## src/rtl/mul16_wallace_seq_if.sv

```systemverilog
// mul16_wallace_seq_if: request/result bundle between a requester and the sequential multiplier
interface mul16_wallace_seq_if;
  logic        start;
  logic        mode;
  logic [15:0] a;
  logic [15:0] b;
  logic        busy;
  logic        done;
  logic [31:0] z;
  modport master (output start, mode, a, b, input busy, done, z);
  modport slave  (input start, mode, a, b, output busy, done, z);
endinterface

```

## src/rtl/mul16_wallace_seq.sv

```systemverilog
// mul16_wallace_seq: sequences one combinational 8x8 Wallace product unit into 16x16 or 8x8 unsigned multiplies
module wallace_8x8_product (
  input  logic [7:0]  x,
  input  logic [7:0]  y,
  output logic [15:0] p
);
  logic [15:0] r [8];
  logic [15:0] s0, c0, s1, c1, s2, c2, s3, c3, s4, c4, s5, c5;
  function automatic logic [15:0] fa_s(logic [15:0] u, logic [15:0] v, logic [15:0] w);
    return u ^ v ^ w;
  endfunction
  function automatic logic [15:0] fa_c(logic [15:0] u, logic [15:0] v, logic [15:0] w);
    return ((u & v) | (u & w) | (v & w)) << 1;
  endfunction
  for (genvar i = 0; i < 8; i++) begin : g_row
    assign r[i] = {8'b0, x & {8{y[i]}}} << i;
  end
  // 8 rows -> 6 -> 4 -> 3 -> 2 through 3:2 compressor layers, then one carry-propagate add
  assign s0 = fa_s(r[0], r[1], r[2]);
  assign c0 = fa_c(r[0], r[1], r[2]);
  assign s1 = fa_s(r[3], r[4], r[5]);
  assign c1 = fa_c(r[3], r[4], r[5]);
  assign s2 = fa_s(s0, c0, s1);
  assign c2 = fa_c(s0, c0, s1);
  assign s3 = fa_s(c1, r[6], r[7]);
  assign c3 = fa_c(c1, r[6], r[7]);
  assign s4 = fa_s(s2, c2, s3);
  assign c4 = fa_c(s2, c2, s3);
  assign s5 = fa_s(s4, c4, c3);
  assign c5 = fa_c(s4, c4, c3);
  assign p  = s5 + c5;
endmodule

module mul16_wallace_seq (
  input logic clk,
  input logic clrn,
  mul16_wallace_seq_if.slave s
);
  typedef enum logic [1:0] {IDLE, MUL, DONE} state_t;
  state_t      state_q, state_d;
  logic [1:0]  step_q, step_d;
  logic [31:0] acc_q, acc_d, z_q, z_d, sum;
  logic [15:0] a_q, a_d, b_q, b_d, pp;
  logic        mode_q, mode_d, last;
  logic [7:0]  x, y;
  logic [4:0]  sh;
  wallace_8x8_product u_core (.x(x), .y(y), .p(pp));
  // step bit0 selects the high byte of a, bit1 the high byte of b
  assign x    = step_q[0] ? a_q[15:8] : a_q[7:0];
  assign y    = step_q[1] ? b_q[15:8] : b_q[7:0];
  assign sh   = step_q == 2'd0 ? 5'd0 : step_q == 2'd3 ? 5'd16 : 5'd8;
  assign sum  = acc_q + ({16'b0, pp} << sh);
  assign last = mode_q | (step_q == 2'd3);
  assign s.busy = state_q == MUL;
  assign s.done = state_q == DONE;
  assign s.z    = z_q;
  always_comb begin
    state_d = state_q;
    step_d  = step_q;
    acc_d   = acc_q;
    z_d     = z_q;
    a_d     = a_q;
    b_d     = b_q;
    mode_d  = mode_q;
    if (state_q != MUL) begin
      state_d = s.start ? MUL : IDLE;
      if (s.start) begin
        a_d    = s.a;
        b_d    = s.b;
        mode_d = s.mode;
        acc_d  = '0;
        step_d = '0;
      end
    end else begin
      acc_d   = sum;
      z_d     = last ? sum : z_q;
      state_d = last ? DONE : MUL;
      step_d  = last ? step_q : step_q + 2'd1;
    end
  end
  always_ff @(posedge clk or negedge clrn) begin
    if (!clrn) begin
      state_q <= IDLE;
      step_q  <= '0;
      acc_q   <= '0;
      z_q     <= '0;
      a_q     <= '0;
      b_q     <= '0;
      mode_q  <= 1'b0;
    end else begin
      state_q <= state_d;
      step_q  <= step_d;
      acc_q   <= acc_d;
      z_q     <= z_d;
      a_q     <= a_d;
      b_q     <= b_d;
      mode_q  <= mode_d;
    end
  end
endmodule

```

## src/flat_wrapper.sv

```systemverilog
// flat-port wrapper written by rule: the top's interface ports become plain ports
module mul16_wallace_seq_flat 
  (clk, clrn, s_start, s_mode, s_a, s_b, s_busy, s_done, s_z);
  mul16_wallace_seq_if s_i ();
  input logic clk;
  input logic clrn;
  input wire logic [$bits(s_i.start)-1:0] s_start;
  input wire logic [$bits(s_i.mode)-1:0] s_mode;
  input wire logic [$bits(s_i.a)-1:0] s_a;
  input wire logic [$bits(s_i.b)-1:0] s_b;
  output wire logic [$bits(s_i.busy)-1:0] s_busy;
  output wire logic [$bits(s_i.done)-1:0] s_done;
  output wire logic [$bits(s_i.z)-1:0] s_z;
  assign s_i.start = s_start;
  assign s_i.mode = s_mode;
  assign s_i.a = s_a;
  assign s_i.b = s_b;
  assign s_busy = s_i.busy;
  assign s_done = s_i.done;
  assign s_z = s_i.z;
  mul16_wallace_seq u_core (.clk(clk), .clrn(clrn), .s(s_i));
endmodule
```

## config.mk

```make
export PLATFORM = sky130hd
export DESIGN_NAME = mul16_wallace_seq_flat
export DESIGN_NICKNAME = d
export VERILOG_FILES = /design/src/rtl/mul16_wallace_seq_if.sv /design/src/rtl/mul16_wallace_seq.sv /design/src/flat_wrapper.sv
export SDC_FILE = /design/constraint.sdc
export NUM_CORES = 1
export LEC_CHECK = 0
export CORE_ASPECT_RATIO = 0.75
export CORE_MARGIN = 4
export CORE_UTILIZATION = 45
export CTS_BUF_LIST = sky130_fd_sc_hd__clkbuf_4
export CTS_CLUSTER_SIZE = 30
export DETAILED_ROUTE_END_ITERATION = 8
export GPL_TIMING_DRIVEN = 0
export PLACE_DENSITY = 0.67
export SYNTH_ARGS = -nofsm -noshare
export SYNTH_HDL_FRONTEND = slang
export SYNTH_SLANG_ARGS = --single-unit
```

## constraint.sdc

```tcl
create_clock -name clk -period 7.65 [get_ports clk]
set_input_delay 1.53 -clock clk [delete_from_list [all_inputs] [get_ports clk]]
set_output_delay 1.53 -clock clk [all_outputs]
set_load 0.03 [all_outputs]
```

======== Yosys cells after proc, flatten, opt, wreduce, memory -nomap -nowiden ========
Index checks and enable logic that the tools add are counted.
word-level totals
  register bits ........................... 101
  memory bits (writable) .................. 0
  latch bits .............................. 0
  memories ................................ 0
  word-level logic and storage cells ...... 85
  output and inout port bits .............. 34
  ROM bits ................................ 0
operators by class
  shift operators ......................... 1
  reduce and logical (&&, ||, !) cells .... 4
  equality and inequality tests ........... 6
  multiply operators ...................... 0
  bitwise operators ....................... 52
  add/sub/neg operators ................... 3
  divide/modulo/power cells ............... 0
  magnitude comparators ................... 0
  muxes and demuxes ....................... 12
operators by type and width
  operator          number
  $and 8x8->8       8
  $mux 32           2
  $or 15x15->15     4
  $and 14x15->15    3
  $and 15x15->15    3
  $add 32x32->32    1
  $shl 16x5->32     1
  $or 14x15->15     2
  $xor 14x15->15    2
  $and 11x13->13    2
  $or 13x13->13     2
  $add 16x16->16    1
  $mux 8            2
  $xor 15x16->16    1
  $xor 16x16->16    1
  $and 13x15->15    1
  $and 13x14->14    1
  $and 14x14->14    1
  $xor 13x14->14    1
  $xor 14x14->14    1
  $and 10x13->13    1
  $and 12x13->13    1
  $or 11x13->13     1
  $or 12x13->13     1
  25 further kinds  34

======== Depth between registers and ports, before layout ========
  word-level depth ........................ 18
  depth in mapped cells ................... 31
  depth with buffers taken out ............ 30

======== Modules after synthesis ========
Synthesis repeated with hierarchy kept, for this count alone.
unflattened totals
  cells, all modules ...................... 873
  area total of the unflattened synthesis .. 8162.8 um^2
modules (own cells, without submodules)
  module               seq. area each (um^2)  cells each  times used  area each (um^2)
  mul16_wallace_seq    2527.4                 668         1           6273.5
  wallace_8x8_product  0.0                    205         1           1889.3

======== Least setup slack after synthesis ========
No wires, ideal clock.
  path kind ............................... register -> register
  start point ............................. reg u_core.step_q[1]
  end point ............................... reg u_core.z_q[31], in the netlist u_core.s.z[31]
  path buffers ............................ 1
  arrival time ............................ 7.487 ns
  required time ........................... 7.525 ns
  path slack .............................. 0.038 ns
  stages on the path, launching flop included .. 30
  cell sequence ........................... dfrtp_1 buf_1 mux2i_1 nor2_1 fa_1 inv_1 fa_1 fa_1 fa_1 inv_1 ha_1 nor2b_1 o21ai_0 a21boi_0 o21ai_0 a21boi_0 o21ai_0 or4b_2 o221ai_1 nor2_1 ha_1 a21oi_1 o21ai_0 a211oi_1 nand2_1 o2111ai_2 nand2_2 a221oi_2 xnor3_1 mux2_4
between the ends
  word-level cells in the longest chain between the ends .. 17
  elaborated cells on any way between the ends .. 60
  those cells by class .................... add/sub: 2; eq/ne: 1; shift: 1; mux: 3; bitwise: 51; reduce/logical: 2
RTL lines
  item                                          RTL line                 RTL
  from (decl)                                   mul16_wallace_seq.sv:41  logic [1:0] step_q, step_d;
  from (signal assigned)                        mul16_wallace_seq.sv:92  step_q <= step_d;
  $mux 8                                        mul16_wallace_seq.sv:50  assign y = step_q[1] ? b_q[15:8] : b_q[7:0];
  $and 8x8->8                                   mul16_wallace_seq.sv:16  assign r[i] = {8'b0, x & {8{y[i]}}} << i;
  $and 8x9->9 or $and 8x10->10 (tied branches)  mul16_wallace_seq.sv:13  return ((u & v) | (u & w) | (v & w)) << 1;
  $or 9x10->10                                  mul16_wallace_seq.sv:13
  $or 10x10->10                                 mul16_wallace_seq.sv:13
  $and 10x11->11                                mul16_wallace_seq.sv:13
  $or 11x13->13                                 mul16_wallace_seq.sv:13
  $or 13x13->13                                 mul16_wallace_seq.sv:13
  $and 13x14->14                                mul16_wallace_seq.sv:13
  $or 14x15->15                                 mul16_wallace_seq.sv:13
  $or 15x15->15                                 mul16_wallace_seq.sv:13
  $and 15x15->15                                mul16_wallace_seq.sv:13
  $or 15x15->15 (2 in a row)                    mul16_wallace_seq.sv:13
  $add 16x16->16                                mul16_wallace_seq.sv:31  assign p = s5 + c5;
  $shl 16x5->32                                 mul16_wallace_seq.sv:52  assign sum = acc_q + ({16'b0, pp} << sh);
  $add 32x32->32                                mul16_wallace_seq.sv:52
  to (signal assigned)                          mul16_wallace_seq.sv:94  z_q <= z_d;
  to (decl)                                     mul16_wallace_seq.sv:42  logic [31:0] acc_q, acc_d, z_q, z_d, sum;
Parallel ways exist; a longest one is shown, timed or not.
A chain may end at the register's enable or synchronous reset.

======== Final worst setup path ========
  start point ............................. reg u_core.step_q[0]
  end point ............................... reg u_core.z_q[31], in the netlist u_core.s.z[31]
between the ends
  word-level cells in the longest chain between the ends .. 17
  elaborated cells on any way between the ends .. 60
  those cells by class .................... add/sub: 2; eq/ne: 1; shift: 1; mux: 3; bitwise: 51; reduce/logical: 2
RTL lines
  item                                          RTL line                 RTL
  $mux 8                                        mul16_wallace_seq.sv:49  assign x = step_q[0] ? a_q[15:8] : a_q[7:0];
  $and 8x8->8                                   mul16_wallace_seq.sv:16
  $and 8x9->9 or $and 8x10->10 (tied branches)  mul16_wallace_seq.sv:13
  $or 9x10->10                                  mul16_wallace_seq.sv:13
  $or 10x10->10                                 mul16_wallace_seq.sv:13
  $and 10x11->11                                mul16_wallace_seq.sv:13
  $or 11x13->13                                 mul16_wallace_seq.sv:13
  $or 13x13->13                                 mul16_wallace_seq.sv:13
  $and 13x14->14                                mul16_wallace_seq.sv:13
  $or 14x15->15                                 mul16_wallace_seq.sv:13
  $or 15x15->15                                 mul16_wallace_seq.sv:13
  $and 15x15->15                                mul16_wallace_seq.sv:13
  $or 15x15->15 (2 in a row)                    mul16_wallace_seq.sv:13
  $add 16x16->16                                mul16_wallace_seq.sv:31
  $shl 16x5->32                                 mul16_wallace_seq.sv:52
  $add 32x32->32                                mul16_wallace_seq.sv:52
Parallel ways exist; a longest one is shown, timed or not.

==> metrics <==
Clock Sinks=101; maximum clock frequency=136 MHz; DR WL met3=1.14 mm; Yosys top cell area share=0.328; final wirelength=19.3 mm; global route overflow=0; Hold WC Path Type=flip-flop to flip-flop; DR top layer=met4; Commonest cells post-synth=101 x dfrtp_1, 83 x nand2_1, 77 x nor2_1; Final period util=0.962; Hold Slack=495 ps; Placed Area=0.00870 sq mm; met2 WL post-DR=7.99 mm; share of cells above drive strength 1=0.122; CTS max path bufs=2; slowest cell delay on critical path=630 ps; Avg Cell Area, Syn=9.39 sq um; Synthesis Warnings=0; overall global routing resource usage=0.204; critical path endpoint category=flip-flop; post-synth net total=955; post-route ant nets=0; final instance area=0.00917 sq mm; final net count=1052; Fin. Hold Viols=0; Data arrival, critical path=7750 ps; die height=121 microns; crit path time final=7360 ps; CORE AREA=0.0168 sq mm; largest net degree at the start of global routing=60; Syn Std Cell Area=0.00771 sq mm; number of flops mapped to enable cells by yosys=0; # setup viols final=0; top-count cell post-synth=dfrtp_1; Initial Utilization=0.458; status=complete, no violations; CTS tree=done; CP Max Fanout=10; area leader, netlist=dfrtp_1; Root Driver=clkbuf_4; critical path's slowest cell=or4b_2; Antenna Cells=0; H-tree depth=3; #FFs+latches synth=101; Worst-Skew Late Latency=490 ps; total I/O pin count=70; first-pass GRT wire length=31.6 mm; placed instance count=1106; die area=0.0193 sq mm; die width=159 microns; Port-buffer cells=69; Fillers=1537; worst r2r path cells=30; worst hold stages=2; DPL Wire Length=14.7 mm; FP Rows=41; Remaining DRCs=0; Routed WL per cell=17.0 microns; synth top area cells=dfrtp_1 33%, fa_1 10%, ha_1 9.4%, mux2_2 5.7%, o21ai_0 4.5%; synthesized instance count=821; pre-CTS setup slack=-1210 ps; clk_skew=16.5 ps; fin cells=1138; vias in the first global route=6091; PnR worst setup slack=288 ps; post-synth cell types=62; Slew Limit Fails=0; critical path class=flip-flop to flip-flop; Seq/Total Area, Yosys=0.328; CP dominant cell by count=fa_1; drt first pass iters=5; Vias/cell=5.48; ys flop type=dfrtp_1; Initial DRC Count=385; max-capacitance violation count=0; TritonCTS buffer count=9; Final GP Congestion=0.904; DR vias=6240; Worst-Margin Slew=798 ps; Max-slew headroom=0.452; Critical Path Source Type=flip-flop; Worst-path clk slew=150 ps; Worst EP required=8030 ps; metal1 wirelength=10.0 mm; area delta synth->final=18.9%; Async SR Flop Fraction=1.00; antenna violations before repair=0
cells in the final DEF (no fill, tap or decap), types with 4 or more instances in the layout:
master,n
a21o_1,17
a21oi_1,27
dfrtp_1,99
fa_1,40
and3_1,6
o21ai_0,62
nand2b_1,14
clkdlybuf4s50_1,68
nand4_1,6
clkinv_1,4
ha_1,56
nand2_1,83
nor3_1,11
buf_4,17
inv_1,61
a22o_1,6
xnor2_1,15
o21ai_1,5
mux2_2,38
nand3_1,37
or2_2,4
mux2i_1,14
nor2b_1,13
xor2_1,13
nor2_1,77
mux2i_4,9
clkbuf_4,9
o21a_1,4
a31oi_1,5
and2_1,6
clkbuf_1,26
layer usage:
layer  up-vias  global-route usage
li1       3031                   -
met1      3048               0.317
met2       145               0.290
met3        16              0.0465
met4         0              0.0412
met5         -                   0
kinds of logic after synthesis:
group,synth area share
mux,0.0900
buf+inv,0.0443
flops,0.328
compound gates,0.140
simple gates,0.166
fa+ha+maj,0.198
xor+xnor,0.0347
registers in the layout, summed over array words and instances, names as in the netlist:
name,count
u_core.a_q,16
u_core.acc_q,32
u_core.b_q,16
u_core.mode_q,1
u_core.s.z,32
u_core.state_q,2
u_core.step_q,2
stage by stage:
step	util	setup TNS [ps]
after floorplan	-	0
after global placement	0.515	-20850
after detailed placement	0.517	-21470
after CTS	0.538	0
after global routing	0.545	-191
final	0.545	0
worst max-delay path: cells and delay by family, from the launching register on:
family	cells	cell delay (ps)
AOI/OAI and AO/OA	11	1770
xor gates and xnor gates	1	270
adders and majority gates	6	2540
buffers and inverters	4	440
DFF	1	430
muxes	2	610
and+or+nand+nor	6	1190
timing repair:
| item | in CTS | in global routing |
|---|---|---|
| gates cloned | 0 | 0 |
| hold buffers | 0 | 0 |
| buffers inserted | 9 | 7 |
| pin swaps | 0 | 10 |
| resized for setup | 32 | 22 |
| endpoints found under the setup margin | 36 | 21 |
| hold endpoints to repair | 0 | 0 |
final timing paths:
path | from | to | slack [ps]
max | u_core.step_q[0] | u_core.s.z[31] | 290
min | u_core.s.z[4] | u_core.s.z[4] | 500
max reg2reg | u_core.step_q[0] | u_core.s.z[31] | 290
min reg2reg | u_core.s.z[4] | u_core.s.z[4] | 500
max in group asynchronous | clrn | u_core.step_q[0] | 5950
min in group asynchronous | clrn | u_core.s.z[23] | 1010
area by class of cell:
cell class	count	area, sq um	share of cell area
tap	215	269	0.0293
multi-input combinational	629	5030	0.548
buffer	28	138	0.0150
clock buffer	9	67.6	0.00737
inverter	63	236	0.0258
sequential	101	2530	0.276
timing repair buffer	86	836	0.0912
clock inverter	7	63.8	0.00696
Power is left out: the tool's default activity adds up to more than one toggle a clock period on the data nets, which glitch-free logic cannot reach.
